==> config.mk <==
export PLATFORM = sky130hd
export DESIGN_NAME = mux_rr_sched
export DESIGN_NICKNAME = d
export VERILOG_FILES = /design/src/rtl/mux_rr_sched.sv
export SDC_FILE = /design/constraint.sdc
export NUM_CORES = 1
export LEC_CHECK = 0
export CAP_MARGIN = 20
export CORE_ASPECT_RATIO = 1.2
export CORE_MARGIN = 3
export CORE_UTILIZATION = 49
export CTS_BUF_LIST = sky130_fd_sc_hd__clkbuf_8
export DETAILED_ROUTE_END_ITERATION = 10
export GPL_ROUTABILITY_DRIVEN = 1
export HOLD_SLACK_MARGIN = 0.1
export PLACE_DENSITY = 0.84
export REMOVE_ABC_BUFFERS = 1
export SYNTH_ARGS = -nofsm -noshare
export SYNTH_HDL_FRONTEND = slang
export SYNTH_SLANG_ARGS = --single-unit
==> constraint.sdc <==
create_clock -name clk -period 2 [get_ports clk]
set_clock_uncertainty 0.05 [all_clocks]
set_input_delay 0.5 -clock clk [delete_from_list [all_inputs] [get_ports clk]]
set_output_delay 0.5 -clock clk [all_outputs]
set_load 0.02 [all_outputs]
==> src/rtl/mux_rr_sched.sv <==
// mux_rr_sched: round-robin owner of a dual 4-to-1 mux with break-before-make strobe sequencing
module mux_rr_sched #(
   parameter int BURST = 4
) (
   input  logic       clk,
   input  logic       rst,
   input  logic [3:0] req,
   input  logic [3:0] lane_mask1,
   input  logic [3:0] lane_mask2,
   output logic       a,
   output logic       b,
   output logic       gn1,
   output logic       gn2,
   output logic [3:0] gnt,
   output logic       busy
);
   typedef enum logic [1:0] {IDLE, SETUP, GRANT, RELEASE} state_t;
   localparam logic [7:0] LOAD = 8'(BURST - 1);
   state_t state, nxt;
   logic [1:0] ptr, idx, win, off;
   logic [3:0] rot;
   logic [7:0] cnt;
   always_comb begin
      rot = 4'({req, req} >> ptr);
      off = rot[0] ? 2'd0 : rot[1] ? 2'd1 : rot[2] ? 2'd2 : 2'd3;
      win = ptr + off;
   end
   always_comb begin
      nxt = state;
      case (state)
         IDLE:    nxt = |req ? SETUP : IDLE;
         SETUP:   nxt = GRANT;
         GRANT:   nxt = (!req[idx] || cnt == 8'd0) ? RELEASE : GRANT;
         default: nxt = IDLE;
      endcase
   end
   // Outputs are registered from the next state so they line up with it.
   always_ff @(posedge clk or posedge rst) begin
      if (rst) begin
         state <= IDLE;
         ptr   <= 2'd0;
         idx   <= 2'd0;
         cnt   <= 8'd0;
         a     <= 1'b0;
         b     <= 1'b0;
         gn1   <= 1'b1;
         gn2   <= 1'b1;
         gnt   <= 4'd0;
         busy  <= 1'b0;
      end else begin
         state <= nxt;
         busy  <= nxt != IDLE;
         gn1   <= nxt == GRANT ? ~lane_mask1[idx] : 1'b1;
         gn2   <= nxt == GRANT ? ~lane_mask2[idx] : 1'b1;
         if (nxt == SETUP) begin
            idx    <= win;
            {b, a} <= win;
            gnt    <= 4'b1 << win;
            cnt    <= LOAD;
         end else if (state == GRANT && nxt == GRANT) begin
            cnt <= cnt - 8'd1;
         end
         if (nxt == RELEASE) begin
            gnt <= 4'd0;
            ptr <= idx + 2'd1;
         end
      end
   end
endmodule

==> results by group <==
Timing
  • Final setup violation count: 15
  • RSZ-0062 raised after global routing: true
  • Worst slew margin: 63.6%
  • WHS: 0.452 ns
  • Slew Limit Fails: 0
  • Fin crit share: 108%
  • Final hold vios: 0
  • Fin crit period: 2.15 ns
  • Worst slew pin tran: 0.543 ns
  • FMAX: 465 MHz
  • Final setup margin: -0.150 ns

Critical path
  • Crit path DAT: 2.25 ns
  • RR Startpoint: ptr[0]$_DFFE_PP0N_
  • Worst setup EP type: flop
  • Startpoint types: flop
  • CP max FO: 6
  • Reg2reg setup slack: -0.15 ns
  • CP required: 2.10 ns
  • Critical path class: reg2reg
  • Critical Path Source: ptr[0]$_DFFE_PP0N_

Global route
  • GRT Overall Usage: 25.4%
  • Antenna violations before repair: 0
  • First-pass GRT wire length: 6.33 mm
  • Largest net degree at the start of global routing: 22
  • Vias in the first global route: 1323
  • Remaining Overflow, GRT: 0

Placement
  • Port Buffers: 22
  • Post-DP HPWL: 2.35 mm
  • Routability cong.: 0.772
  • Area after DPL: 0.00172 sq mm
  • Inst Count DP: 201

Power and ir drop
  • Worst VDD drop: 1330 uV
  • Leakage power: 0.941 nW
  • Power per Cell Area: 1960 mW/mm^2

CTS
  • Worst-path clk slew: 0.08 ns
  • Clock Tree Root: clkbuf_8
  • CTS Buf Count: 3
  • Clock Sinks: 21
  • CTS tree: done
  • # H-tree levels: 1
  • Clock network latency to the later pin of the worst-skew pair: 0.26 ns
  • CTS max path bufs: 2

Layout
  • Post-route cell area: 0.00210 sq mm
  • Final #Nets: 210
  • Share of layout cells above drive strength 1: 45.5%
  • Diodes inserted: 0
  • Layout area overhead: 62.4%
  • Non-filler cells, final: 220

Floorplan
  • Core ar.: 0.00240 sq mm
  • Die height: 62.3 um
  • I/O Pins: 23
  • Starting Density: 54.0%
  • # rows: 19
  • Die area: 0.00330 sq mm
  • Die W: 53.0 um

Routing
  • Routed wire length: 4.82 mm
  • Drt drc: 0
  • Detailed Route Iter0 Violations: 60
  • DR vias/cell: 6.17
  • ANT nets after route: 0
  • Drt pass-1 iters: 4
  • Total number of vias: 1357
  • Routed length per instance: 21.9 um

Yosys
  • Mapped Area: 0.00130 sq mm
  • Number of synthesized flops with an enable pin: 0
  • Cell variety after synth: 40
  • Synth Area per Inst: 10.1 sq um
  • Number of synthesis warnings: 0
  • Ys async rst share: 100%
  • Ys flop type: dfrtp_1
  • Mapped Cells: 128
  • Post-synthesis sequential area ratio: 40.7%
  • Yosys reg bits: 21

Min path
  • Min-delay src: gnt[0]$_DFFE_PP0P_
  • HP Class: reg2reg

Outcome
  • Status: finished, violations left
  • Violated checks: setup timing

Flow run
  • Max-Cap Viols: 0
==> layout make-up <==
class | instances | area, sq um
clock buffer | 3 | 41.3
clock inverter | 1 | 3.75
fill | 114 | 297
inverter | 9 | 36.3
multi-input combinational | 89 | 875
sequential | 21 | 529
tap | 31 | 38.8
timing repair buffer | 66 | 581
==> path summary, 6_finish.rpt <==
path / endpoint / cells past startpoint
max reg2reg: b$_DFFE_PP0N_ / 8
max: b$_DFFE_PP0N_ / 8
min: gnt[0]$_DFFE_PP0P_ / 2
max in group asynchronous: gn1$_DFF_PP1_ / 3
min reg2reg: gnt[0]$_DFFE_PP0P_ / 2
min in group asynchronous: busy$_DFF_PP0_ / 3
==> layout by cell type, fill, tap and decap left out, drive strengths merged, types with 2 or more instances in the layout <==
| master | instances |
|---|---|
| mux2 | 2 |
| dfstp | 2 |
| a211oi | 3 |
| inv | 10 |
| o211ai | 2 |
| buf | 48 |
| dfrtp | 19 |
| ha | 6 |
| a2bb2oi | 2 |
| o21ai | 5 |
| clkbuf | 3 |
| mux4 | 3 |
| a21oi | 4 |
| a32o | 3 |
| mux2i | 4 |
| nor2 | 4 |
| clkdlybuf4s50 | 16 |
| a31oi | 2 |
| o31ai | 3 |
| nand3 | 8 |
| nand2b | 6 |
| nand2 | 11 |
| dlymetal6s2s | 2 |
| nor3 | 4 |
| o41ai | 3 |
==> per-stage QoR <==
step | setup TNS, ns | total power, mW | worst slack [ns] | util (%)
final | -1.17 | 4.12 | -0.150 | 87.6
after global routing | -2.08 | 4.27 | -0.183 | 87.6
after CTS | -0.0631 | 3.27 | -0.0280 | 79.0
after detailed placement | -11.86 | 2.64 | -0.725 | 71.6
after global placement | -10.71 | 2.55 | -0.662 | 71.6
after floorplan | -3.44 | 1.81 | -0.375 | -
==> registers in the layout (all words and copies together) (netlist names) <==
| signal | flops |
|---|---|
| busy | 1 |
| ptr | 2 |
| gnt | 4 |
| gn1 | 1 |
| state | 2 |
| cnt | 8 |
| idx | 1 |
| gn2 | 1 |
| b | 1 |
==> timing repair <==
action,in CTS,in global routing
setup endpoints to repair,20,18
hold buffers,0,0
pin swaps,11,19
gates resized for setup,37,36
gates cloned,0,1
hold endpoints to repair,0,0
buffers inserted,6,9
==> synth_stat cells (all sizes together), types with 4 or more instances <==
| cell | n | area share [%] |
|---|---|---|
| nor2 | 4 | 1.2 |
| nand2 | 11 | 3.2 |
| nand3 | 8 | 3.1 |
| buf | 7 | 3.6 |
| mux2i | 4 | 3.1 |
| o21ai | 5 | 1.9 |
| ha | 6 | 5.8 |
| dfrtp | 19 | 37 |
| nand2b | 6 | 2.9 |
| a21oi | 4 | 1.5 |
| nor3 | 4 | 1.5 |
| inv | 9 | 2.6 |
==> routing by layer <==
| layer | up-vias | wire length, um | track usage [%] |
|---|---|---|---|
| met4 | 0 | 197 | 10.9 |
| met3 | 21 | 235 | 2.39 |
| met1 | 684 | 1950 | 35.0 |
| met5 | - | 0 | 0 |
| li1 | 594 | - | - |
| met2 | 58 | 2440 | 39.9 |
==> critical path, cell delays in order (launching register included) <==
cell	delay (ns)
dfrtp_2	0.46
nand2_1	0.10
o22ai_1	0.22
a221o_1	0.24
ha_4	0.17
o21bai_4	0.13
o32ai_4	0.11
or2_4	0.31
mux2_4	0.26
==> logic make-up after synthesis <==
group	Yosys count	share of synthesized area, %
AO/OA/AOI/OAI	34	20.7
adder cells (fa/ha/maj)	6	5.79
multiplexers	9	10.0
AND/OR/NAND/NOR	39	15.3
buffers and inverters	18	6.76
flip-flops	21	40.7
XOR/XNOR	1	0.676
==> power breakdown <==
| part | leakage [nW] | switching (mW) | internal, mW |
|---|---|---|---|
| sequential | 0.257 | 0.156 | 0.608 |
| clock | 0.0269 | 0.142 | 0.137 |
| combinational | 0.657 | 1.54 | 1.53 |
No activity file was read; power rests on OpenSTA's default activity.
